## src/rtl/keypad_pkg.sv

```systemverilog
//==================================================================
// keypad_pkg -- shared types and constants for the keypad scanner. Rev 1.0
//==================================================================
`default_nettype none

package keypad_pkg;

    localparam int KEY_W = 4;
    localparam int ROWS  = 4;
    localparam int COLS  = 4;
    localparam int ROW_W = 2;

    localparam logic [COLS-1:0] COL_IDLE = 4'b1110;

    typedef enum logic [1:0] {
        SCAN     = 2'd0,
        DEBOUNCE = 2'd1,
        HELD     = 2'd2,
        RELEASE  = 2'd3
    } state_t;

    // Lowest-index active-low row wins when several rows are down.
    function automatic logic [ROW_W-1:0] first_low(input logic [ROWS-1:0] rows_n);
        first_low = '0;
        for (int i = ROWS - 1; i >= 0; i--) begin
            if (!rows_n[i]) begin
                first_low = ROW_W'(i);
            end
        end
    endfunction

endpackage

`default_nettype wire

```

## src/rtl/row_sync.sv

```systemverilog
//==================================================================
// row_sync -- 2-flop synchronizer, resets to all ones (idle rows). Rev 1.0
//==================================================================
`default_nettype none

module row_sync #(
    parameter int WIDTH = 4
) (
    input  logic             clk,
    input  logic             rst_n,
    input  logic [WIDTH-1:0] d,
    output logic [WIDTH-1:0] q
);

    logic [WIDTH-1:0] meta_q;
    logic [WIDTH-1:0] sync_q;

    always_ff @(posedge clk or negedge rst_n) begin
        if (!rst_n) begin
            meta_q <= '1;
            sync_q <= '1;
        end else begin
            meta_q <= d;
            sync_q <= meta_q;
        end
    end

    assign q = sync_q;

endmodule

`default_nettype wire

```

## src/rtl/keypad_scan.sv

```systemverilog
//==================================================================
// keypad_scan -- 4x4 matrix keypad scanner with press/release debounce. Rev 1.0
//==================================================================
`default_nettype none

module keypad_scan
    import keypad_pkg::*;
#(
    parameter int SCAN_DIV     = 5000,
    parameter int DEBOUNCE_CNT = 4
) (
    input  logic             clk,
    input  logic             rst_n,
    input  logic [ROWS-1:0]  row_n,
    output logic [COLS-1:0]  col_n,
    output logic             pressed,
    output logic [KEY_W-1:0] key,
    output logic             key_valid
);

    localparam int DIV_W = (SCAN_DIV > 2) ? $clog2(SCAN_DIV) : 1;
    localparam int CNT_W = $clog2(DEBOUNCE_CNT + 1);

    localparam logic [DIV_W-1:0] DIV_LAST = DIV_W'(SCAN_DIV - 1);
    localparam logic [CNT_W-1:0] CNT_LAST = CNT_W'(DEBOUNCE_CNT - 1);

    logic [ROWS-1:0] row_s;

    row_sync #(
        .WIDTH (ROWS)
    ) u_row_sync (
        .clk   (clk),
        .rst_n (rst_n),
        .d     (row_n),
        .q     (row_s)
    );

    state_t             state_q,     state_d;
    logic [DIV_W-1:0]   div_q,       div_d;
    logic [1:0]         col_idx_q,   col_idx_d;
    logic [ROW_W-1:0]   cand_row_q,  cand_row_d;
    logic [CNT_W-1:0]   cnt_q,       cnt_d;
    logic               pressed_q,   pressed_d;
    logic [KEY_W-1:0]   key_q,       key_d;
    logic               key_valid_q, key_valid_d;
    logic [COLS-1:0]    col_n_q,     col_n_d;

    logic tick;
    logic any_low;
    logic row_hit;

    assign tick    = (div_q == DIV_LAST);
    assign any_low = ~&row_s;
    assign row_hit = ~row_s[cand_row_q];

    always_comb begin
        state_d     = state_q;
        div_d       = tick ? '0 : div_q + 1'b1;
        col_idx_d   = col_idx_q;
        cand_row_d  = cand_row_q;
        cnt_d       = cnt_q;
        pressed_d   = pressed_q;
        key_d       = key_q;
        key_valid_d = 1'b0;

        if (tick) begin
            case (state_q)
                SCAN: begin
                    if (any_low) begin
                        cand_row_d = first_low(row_s);
                        cnt_d      = '0;
                        state_d    = DEBOUNCE;
                    end else begin
                        col_idx_d = col_idx_q + 1'b1;
                    end
                end
                DEBOUNCE: begin
                    if (row_hit) begin
                        if (cnt_q == CNT_LAST) begin
                            state_d     = HELD;
                            key_d       = {cand_row_q, col_idx_q};
                            pressed_d   = 1'b1;
                            key_valid_d = 1'b1;
                            cnt_d       = '0;
                        end else begin
                            cnt_d = cnt_q + 1'b1;
                        end
                    end else begin
                        state_d   = SCAN;
                        cnt_d     = '0;
                        col_idx_d = col_idx_q + 1'b1;
                    end
                end
                HELD: begin
                    if (!row_hit) begin
                        // A single high sample already satisfies a debounce count of one.
                        if (DEBOUNCE_CNT == 1) begin
                            pressed_d = 1'b0;
                            state_d   = SCAN;
                            cnt_d     = '0;
                            col_idx_d = col_idx_q + 1'b1;
                        end else begin
                            cnt_d   = CNT_W'(1);
                            state_d = RELEASE;
                        end
                    end
                end
                RELEASE: begin
                    if (!row_hit) begin
                        if (cnt_q == CNT_LAST) begin
                            pressed_d = 1'b0;
                            state_d   = SCAN;
                            cnt_d     = '0;
                            col_idx_d = col_idx_q + 1'b1;
                        end else begin
                            cnt_d = cnt_q + 1'b1;
                        end
                    end else begin
                        state_d = HELD;
                        cnt_d   = '0;
                    end
                end
                default: begin
                    state_d = SCAN;
                end
            endcase
        end

        col_n_d = ~(4'b0001 << col_idx_d);
    end

    always_ff @(posedge clk or negedge rst_n) begin
        if (!rst_n) begin
            state_q     <= SCAN;
            div_q       <= '0;
            col_idx_q   <= '0;
            cand_row_q  <= '0;
            cnt_q       <= '0;
            pressed_q   <= 1'b0;
            key_q       <= '0;
            key_valid_q <= 1'b0;
            col_n_q     <= COL_IDLE;
        end else begin
            state_q     <= state_d;
            div_q       <= div_d;
            col_idx_q   <= col_idx_d;
            cand_row_q  <= cand_row_d;
            cnt_q       <= cnt_d;
            pressed_q   <= pressed_d;
            key_q       <= key_d;
            key_valid_q <= key_valid_d;
            col_n_q     <= col_n_d;
        end
    end

    assign col_n     = col_n_q;
    assign pressed   = pressed_q;
    assign key       = key_q;
    assign key_valid = key_valid_q;

endmodule

`default_nettype wire
```

## config.mk

```make
export PLATFORM = sky130hd
export DESIGN_NAME = keypad_scan
export DESIGN_NICKNAME = d
export VERILOG_FILES = /design/src/rtl/keypad_pkg.sv /design/src/rtl/row_sync.sv /design/src/rtl/keypad_scan.sv
export SDC_FILE = /design/constraint.sdc
export NUM_CORES = 1
export LEC_CHECK = 0
export CAP_MARGIN = 40
export CORE_MARGIN = 4
export CORE_UTILIZATION = 53
export DETAILED_ROUTE_END_ITERATION = 16
export HOLD_SLACK_MARGIN = 0.06
export PLACE_DENSITY = 0.84
export SYNTH_ARGS = -nofsm -noshare
export SYNTH_HDL_FRONTEND = slang
export SYNTH_HIERARCHICAL = 1
export SYNTH_SLANG_ARGS = --single-unit
```

## constraint.sdc

```tcl
create_clock -name clk -period 2 [get_ports clk]
set_input_delay 0.4 -clock clk [delete_from_list [all_inputs] [get_ports clk]]
set_output_delay 0.4 -clock clk [all_outputs]
set_load 0.005 [all_outputs]
```

==> Flow_metrics.wiki, run 1 <==
{| class="wikitable"
! Metric !! Value
|-
| Vertical die dimension || roughly 68 um
|-
| Layout Nets || around 200
|-
| Post-synth EDFFs || 0
|-
| Number of filler instances in the final layout || approximately 270
|-
| Per-cell via count in the routed design || just under 6
|-
| Max Clk Rate || around 0.52 GHz
|-
| Net count of the mapped netlist || 169
|-
| Number of cells in the design after placement || roughly 230
|-
| Final Hold Slack || 0.0680 ns
|-
| Count of warnings emitted by yosys || 6
|-
| Slew @ Worst Pin || 0.481 ns
|-
| Net switching power || ~0.30 mW
|-
| Netlist Area Pre-Place || between 1500 and 2000 um^2
|-
| Critical path arrival || roughly 2.2 ns
|-
| Detailed placer's ending HPWL || 2700 um
|-
| Total number of clock tree sinks || 40
|-
| Class of the worst hold path || in2async
|-
| Maximum buffer depth of the clock tree || 2
|-
| Post-route DRC violation count || 0
|-
| Critical Setup Path Class || reg2reg
|-
| #FFs+latches synth || 40
|-
| Final critical-path setup slack || about 0.069 ns
|-
| Clock slew seen by the registers of the worst setup and hold paths || approximately 0.12 ns
|-
| Crit end category || flop
|-
| Worst setup endpoint || key[2]
|-
| # IOs || 16
|-
| Per-cell routed wire length || around 16 um
|-
| Cell Int Power || 1.10 mW
|-
| Port Buffers || 15
|-
| Start point of the critical path || cand_row_q[0]
|-
| Max Slew Vio Count || 0
|-
| R2R setup slack || ~0.069 ns
|-
| Final design area excluding fillers || approximately 2200 um^2
|-
| Syn-to-layout area delta || 15.6%
|-
| Max-Slew Margin vs Limit || about two thirds
|-
| Post-route minimum period || 1.93 ns
|-
| First-pass GRT wire length || 6580 um
|-
| Die width || 67.9 um
|-
| Clock group share of total power || a little under two fifths
|-
| CTS tree || built
|-
| Outcome || completed
|-
| Most area-hungry cell type in the Yosys netlist || sky130_fd_sc_hd__dfrtp_1
|-
| Number of vias in the routed layout || ~1,400
|-
| Part of the power in combinational logic || under 10%
|-
| Worst reg2reg path endpoint || key[2]
|-
| Count of final hold-check violations || 0
|-
| Switching part of the total power || 21.4%
|-
| Grt ovf || 0
|-
| Share of synthesized flip-flops with an asynchronous set or reset || 100%
|-
| Crit path required time || ~2.3 ns
|-
| RSZ-0062 raised after global routing || no
|-
| Post-CTS Repair Setup Buffers || 0
|-
| Quantity of gates resized following cts || 0
|-
| PnR Total Power || approximately 1.4 mW
|-
| Final critical-path share of the clock period || a little over nine tenths
|-
| First-pass detailed-route iteration total || 4
|-
| Post-route clock skew || roughly 0.011 ns
|-
| Post-synthesis cell type count || between 40 and 50
|-
| Sequential share of power || slightly below 60%
|-
| Clk_lat worst skew || approximately 0.35 ns
|-
| GRT Total Usage || between 10% and 20%
|-
| Fraction of final layout cells sized beyond drive strength 1 || between 20% and 30%
|-
| CTS H-tree depth || 2
|-
| Worst Reg2Reg Path Length in Cells || 3
|-
| Root buf cell || sky130_fd_sc_hd__clkbuf_4
|-
| Total length of routed wires || approximately 3800 um
|-
| Total inserted antenna cells || 0
|-
| Pin count of the biggest net entering global routing || 41
|-
| Leading post-synthesis cells by cell area || sky130_fd_sc_hd__dfrtp_1, sky130_fd_sc_hd__dfstp_2, sky130_fd_sc_hd__xnor2_1
|-
| Initial Utilization || roughly 56%
|-
| Count of placed standard cells in the final layout, fillers left out || between 200 and 250
|-
| Highest ir drop seen on vdd || ~450 uV
|-
| Startpoint kind of the worst setup timing path || flop
|-
| Predominant post-synthesis flop cell || sky130_fd_sc_hd__dfrtp_1
|-
| Total CTS buffers || 5
|-
| Synth Instances || 161
|-
| Fraction of post-synthesis cell area in the top cell type by area || roughly two fifths
|-
| Setup violators final || 0
|-
| Crit Reg-Reg Startpoint || cand_row_q[0]
|-
| Antenna violations before repair || 0
|-
| # rows || 21
|-
| Total Negative Setup Slacks || 0 ns
|-
| Number of DRC violations after detailed-routing iteration 0 || just over 70
|-
| Number of violations of the max-capacitance limit || 0
|-
| Lkg Pwr || 0.961 nW
|-
| Floorplan die area || ~4600 um^2
|-
| Hold Buf Count CTS || 0
|-
| Post-placement worst setup slack || 0.0813 ns
|-
| Share of the yosys chip area belonging to registers || a little over half
|-
| Remaining antenna violation count after routing || 0
|-
| Average size of a mapped cell || 11.8 um^2
|-
| Power density relative to cell area || roughly 640 nW/um^2
|-
| Final standard cell utilization of the core || between 60% and 70%
|-
| Placed instance area || approximately 2100 um^2
|-
| Core region area || around 3400 um^2
|-
| Vias in the first global route || between 1,000 and 1,500
|-
| Global placement routability congestion || about 0.82
|-
| Worst-path maximum fanout || 5
|}
[state kept, by name (all words and copies together) (netlist names), named ones only]
register	count
key	4
cnt_q	3
col_n	4
u_row_sync/q	4
div_q	13
cand_row_q	2
col_idx_q	2
u_row_sync/meta_q	4
state_q	1
pressed	1
key_valid	1
[cell type report]
type / instances / area (um^2) / area share, %
clock buffers: 5 / 37.5 / 1.71
clock inverters: 3 / 42.5 / 1.93
inverters: 4 / 15.0 / 0.682
multi-input cells: 111 / 813 / 37.0
flip-flops and latches: 40 / 1010 / 46.1
well taps: 46 / 57.6 / 2.62
repair buffers: 25 / 220 / 10.0
[placed cells by master (no fill, tap or decap), types with 3 or more instances in the layout]
| cell | Yosys | final |
|---|---|---|
| sky130_fd_sc_hd__nand4_1 | 6 | 6 |
| sky130_fd_sc_hd__nand3_1 | 8 | 8 |
| sky130_fd_sc_hd__dfrtp_1 | 29 | 29 |
| sky130_fd_sc_hd__inv_1 | 4 | 4 |
| sky130_fd_sc_hd__o21ai_0 | 5 | 5 |
| sky130_fd_sc_hd__xnor2_1 | 6 | 6 |
| sky130_fd_sc_hd__buf_4 | 0 | 10 |
| sky130_fd_sc_hd__clkdlybuf4s50_1 | 0 | 14 |
| sky130_fd_sc_hd__xor2_1 | 5 | 5 |
| sky130_fd_sc_hd__dfstp_2 | 11 | 11 |
| sky130_fd_sc_hd__nor4b_1 | 4 | 4 |
| sky130_fd_sc_hd__nor2_1 | 9 | 9 |
| sky130_fd_sc_hd__nor3_1 | 5 | 5 |
| sky130_fd_sc_hd__and4_1 | 4 | 4 |
| sky130_fd_sc_hd__nor2b_1 | 5 | 5 |
| sky130_fd_sc_hd__a21oi_1 | 3 | 3 |
| sky130_fd_sc_hd__clkbuf_4 | 0 | 5 |
| sky130_fd_sc_hd__a31oi_1 | 3 | 3 |
| sky130_fd_sc_hd__mux2i_1 | 4 | 4 |
| sky130_fd_sc_hd__nand2_1 | 7 | 7 |
| sky130_fd_sc_hd__mux2_2 | 4 | 4 |
[power groups by stage]
stage	sequential, mW	clock [mW]	combinational, mW
detailed placement	0.845	0	0.0410
global placement	0.844	0	0.0397
CTS	0.831	0.545	0.0412
finish	0.831	0.531	0.0396
global route	0.832	0.586	0.0452
floorplan	0.843	0	0.0131
[worst min path at each step]
stage	from	end	slack [ns]	cells past startpoint
after detailed placement	u_row_sync/meta_q[2]	u_row_sync/q[2]	0.35	0
after global routing	rst_n	key[3]	0.1	2
after floorplan	rst_n	async pin	0.10	0
final	rst_n	div_q[12]	0.07	2
after CTS	rst_n	div_q[8]	0.09	2
after global placement	u_row_sync/meta_q[0]	u_row_sync/q[0]	0.35	0
[routing by layer]
metal | GRT usage, % | vias up | routed length, um
met5 | 0 | - | 0
met2 | 30.7 | 36 | 1850
met3 | 5.25 | 13 | 191
li1 | - | 650 | -
met4 | 12.9 | 0 | 140
met1 | 23.8 | 683 | 1580
[kinds of logic after synthesis]
group / share of synthesized area (%)
AOI/OAI and AO/OA: 10.5
adders and majority gates: 1.31
xor gates and xnor gates: 5.06
buffers and inverters: 3.94
muxes: 6.44
and+or+nand+nor: 19.5
DFF: 53.3
[Yosys cell counts (3+ instances only)]
cell / instances
sky130_fd_sc_hd__nor4b_1: 4
sky130_fd_sc_hd__mux2_2: 4
sky130_fd_sc_hd__nor2_1: 9
sky130_fd_sc_hd__dfstp_2: 11
sky130_fd_sc_hd__nand3_1: 8
sky130_fd_sc_hd__a31oi_1: 3
sky130_fd_sc_hd__mux2i_1: 4
sky130_fd_sc_hd__xnor2_1: 6
sky130_fd_sc_hd__nand2_1: 7
sky130_fd_sc_hd__inv_1: 4
sky130_fd_sc_hd__nor3_1: 5
sky130_fd_sc_hd__xor2_1: 5
sky130_fd_sc_hd__o21ai_0: 5
sky130_fd_sc_hd__a21oi_1: 3
sky130_fd_sc_hd__nand4_1: 6
sky130_fd_sc_hd__dfrtp_1: 29
sky130_fd_sc_hd__and4_1: 4
sky130_fd_sc_hd__nor2b_1: 5
[worst max-delay path, stage by stage, from the launching register on]
cell and delay, ns:
sky130_fd_sc_hd__dfrtp_1 0.43, sky130_fd_sc_hd__mux4_2 0.58, sky130_fd_sc_hd__nor4_4 0.44, sky130_fd_sc_hd__mux2_2 0.39
Power figures use the tool's default switching activity.
==> inputs of run 2 (changes only) <==
- CORE_UTILIZATION: 53 -> 29
- PLACE_DENSITY: 0.84 -> 0.56
==> Flow_metrics.wiki, run 2 (synthesis results as in run 1) <==
{| class="wikitable"
! Metric !! Value
|-
| Outcome || completed (unchanged)
|-
| Crit Reg-Reg Startpoint || div_q[0] (was cand_row_q[0])
|-
| Critical Setup Path Class || reg2reg (unchanged)
|-
| Final critical-path setup slack || 0.0656 ns (was 0.0690 ns)
|-
| First-pass detailed-route iteration total || 4 (unchanged)
|-
| Port Buffers || 15 (unchanged)
|-
| Antenna violations before repair || 0 (unchanged)
|-
| Setup violators final || 0 (unchanged)
|-
| Total inserted antenna cells || 0 (unchanged)
|-
| Post-route clock skew || 0.00431 ns (was 0.0106 ns)
|-
| Vertical die dimension || 89.0 um (was 67.9 um)
|-
| Clk_lat worst skew || 0.29 ns (was 0.35 ns)
|-
| Global placement routability congestion || 0.769 (was 0.825)
|-
| Fraction of final layout cells sized beyond drive strength 1 || 25.0% (was 21.3%)
|-
| Root buf cell || sky130_fd_sc_hd__clkbuf_8 (was sky130_fd_sc_hd__clkbuf_4)
|-
| Post-route DRC violation count || 0 (unchanged)
|-
| Flip-flop count of the largest register, all copies and words added || 13 (unchanged)
|-
| Placed instance area || 2210 um^2 (was 2120 um^2)
|-
| Total length of routed wires || 3780 um (was 3760 um)
|-
| Number of vias in the routed layout || 1,352 (was 1,382)
|-
| Start point of the critical path || div_q[0] (was cand_row_q[0])
|-
| Crit path required time || 2.18 ns (was 2.25 ns)
|-
| Maximum buffer depth of the clock tree || 2 (unchanged)
|-
| First-pass GRT wire length || 6690 um (was 6580 um)
|-
| Highest ir drop seen on vdd || 448 uV (was 449 uV)
|-
| Max-Slew Margin vs Limit || 70.6% (was 67.9%)
|-
| Final critical-path share of the clock period || 96.7% (was 96.6%)
|-
| Detailed placer's ending HPWL || 2700 um (about the same)
|-
| Hold Startpoint || u_row_sync/meta_q[3]
|-
| Number of violations of the max-capacitance limit || 0 (unchanged)
|-
| Count of final hold-check violations || 0 (unchanged)
|-
| Clock slew seen by the registers of the worst setup and hold paths || 0.08 ns (was 0.12 ns)
|-
| Per-cell via count in the routed design || 4.95 (was 5.91)
|-
| Final Hold Slack || 0.358 ns (was 0.0680 ns)
|-
| Max Clk Rate || 0.517 GHz (was 0.518 GHz)
|-
| Final design area excluding fillers || 2370 um^2 (was 2200 um^2)
|-
| # IOs || 16 (unchanged)
|-
| Worst-path maximum fanout || 5 (unchanged)
|-
| Count of placed standard cells in the final layout, fillers left out || 273 (was 234)
|-
| CTS H-tree depth || 2 (unchanged)
|-
| Pin count of the biggest net entering global routing || 24 (was 41)
|-
| Class of the worst hold path || reg2reg (was in2async)
|-
| Slew @ Worst Pin || 0.440 ns (was 0.481 ns)
|-
| Final standard cell utilization of the core || 37.3% (was 64.9%)
|-
| # rows || 29 (was 21)
|-
| PnR Total Power || 1.57 mW (was 1.40 mW)
|-
| Die width || 89.0 um (was 67.9 um)
|-
| Core region area || 6350 um^2 (was 3390 um^2)
|-
| Grt ovf || 0 (unchanged)
|-
| Number of DRC violations after detailed-routing iteration 0 || 76 (was 71)
|-
| Vias in the first global route || 1,396 (was 1,425)
|-
| Post-placement worst setup slack || 0.0543 ns (was 0.0813 ns)
|-
| Remaining antenna violation count after routing || 0 (unchanged)
|-
| Floorplan die area || 7920 um^2 (was 4610 um^2)
|-
| Startpoint kind of the worst setup timing path || flop (unchanged)
|-
| Biggest register || div_q (unchanged)
|-
| Critical path arrival || 2.11 ns (was 2.18 ns)
|-
| Total CTS buffers || 5 (unchanged)
|-
| Layout Nets || 203 (was 195)
|-
| Lkg Pwr || 1.03 nW (was 0.961 nW)
|-
| Per-cell routed wire length || 13.9 um (was 16.1 um)
|-
| Total Negative Setup Slacks || 0 ns (unchanged)
|-
| Power density relative to cell area || 663 nW/um^2 (was 637 nW/um^2)
|-
| CTS tree || built (unchanged)
|-
| Post-route minimum period || 1.93 ns (about the same)
|-
| Total number of clock tree sinks || 40 (unchanged)
|-
| Most common cell after layout, fill and taps aside || sky130_fd_sc_hd__dfrtp_1 (unchanged)
|-
| Leading cell types in the layout, fill and taps excluded || sky130_fd_sc_hd__dfrtp_1, sky130_fd_sc_hd__buf_4, sky130_fd_sc_hd__clkdlybuf4s50_1, sky130_fd_sc_hd__dfstp_2, sky130_fd_sc_hd__nor2_1 (was sky130_fd_sc_hd__dfrtp_1, sky130_fd_sc_hd__clkdlybuf4s50_1, sky130_fd_sc_hd__dfstp_2, sky130_fd_sc_hd__buf_4, sky130_fd_sc_hd__nor2_1)
|-
| GRT Total Usage || 10.8% (was 19.7%)
|-
| Max Slew Vio Count || 0 (unchanged)
|-
| Initial Utilization || 30.0% (was 56.1%)
|-
| Syn-to-layout area delta || 24.5% (was 15.6%)
|-
| Crit end category || flop (unchanged)
|-
| Number of cells in the design after placement || 262 (was 226)
|}
## run 2: cell types whose count changed in the layout (fill, tap and decap cells not counted)
cell / before / now
sky130_fd_sc_hd__nor4b_2: 0 / 2
sky130_fd_sc_hd__clkbuf_4: 5 / 0
sky130_fd_sc_hd__clkinv_4: 0 / 1
sky130_fd_sc_hd__nor4b_1: 4 / 2
sky130_fd_sc_hd__clkinvlp_4: 1 / 0
sky130_fd_sc_hd__buf_4: 10 / 16
sky130_fd_sc_hd__buf_12: 0 / 1
sky130_fd_sc_hd__clkinv_2: 1 / 0
sky130_fd_sc_hd__dlygate4sd3_1: 0 / 1
sky130_fd_sc_hd__clkbuf_8: 0 / 6
## run 2: final cells by class
| cell class | instances | area (um^2) |
|---|---|---|
| multi-input cells | 111 | 826 |
| repair buffers | 33 | 295 |
| clock buffers | 6 | 82.6 |
| clock inverters | 2 | 38.8 |
| fillers | 615 | 3980 |
| inverters | 4 | 15.0 |
| flip-flops and latches | 40 | 1010 |
| well taps | 77 | 96.3 |
## run 2: repair_timing
action | 4_1_cts | 5_1_grt
hold buffers | 1 | 0
endpoints found under the hold margin | 1 | 0
buffers inserted | 0 | 2
resized for setup | 0 | 2
setup endpoints to repair | 0 | 4
## run 2: worst max-delay path, cell delays in order (launching register included)
cell and delay [ns]:
sky130_fd_sc_hd__dfrtp_1 0.37, sky130_fd_sc_hd__ha_1 0.20, sky130_fd_sc_hd__and4_1 0.28, sky130_fd_sc_hd__nand3_1 0.17, sky130_fd_sc_hd__nor4_4 0.28, sky130_fd_sc_hd__buf_4 0.19
sky130_fd_sc_hd__mux2_2 0.33
## run 2: path summary, 6_finish.rpt
kind / end / slack (ns) / cells after the start
setup / recovery: key[0] / 0.07 / 6
min in group asynchronous: div_q[10] / 0.58 / 2
max in group asynchronous: u_row_sync/q[3] / 0.87 / 3
hold / removal: u_row_sync/q[3] / 0.36 / 0
hold reg to reg: u_row_sync/q[3] / 0.36 / 0
setup reg to reg: key[0] / 0.07 / 6
## run 2: layer usage
layer	vias to the layer above	GRT usage (%)	share of wire, %
li1	665	-	-
met1	662	15.2	51
met2	21	16.6	45
met3	4	2.95	3.8
met4	0	2.44	0.48
met5	-	0	0
## run 2: where the power goes
part / switching (mW) / internal (mW) / leakage [nW] / total, mW
registers: 0.00666 / 0.823 / 0.507 / 0.830
clock network: 0.288 / 0.408 / 0.0614 / 0.696
logic: 0.0245 / 0.0197 / 0.463 / 0.0442
total: 0.319 / 1.25 / 1.03 / 1.57
==> inputs of run 3 (changes only) <==
- CTS_CLUSTER_SIZE: unset -> 16
==> results of run 3 <==
No change in the layout: final DEF, timing and power equal those of run 2.
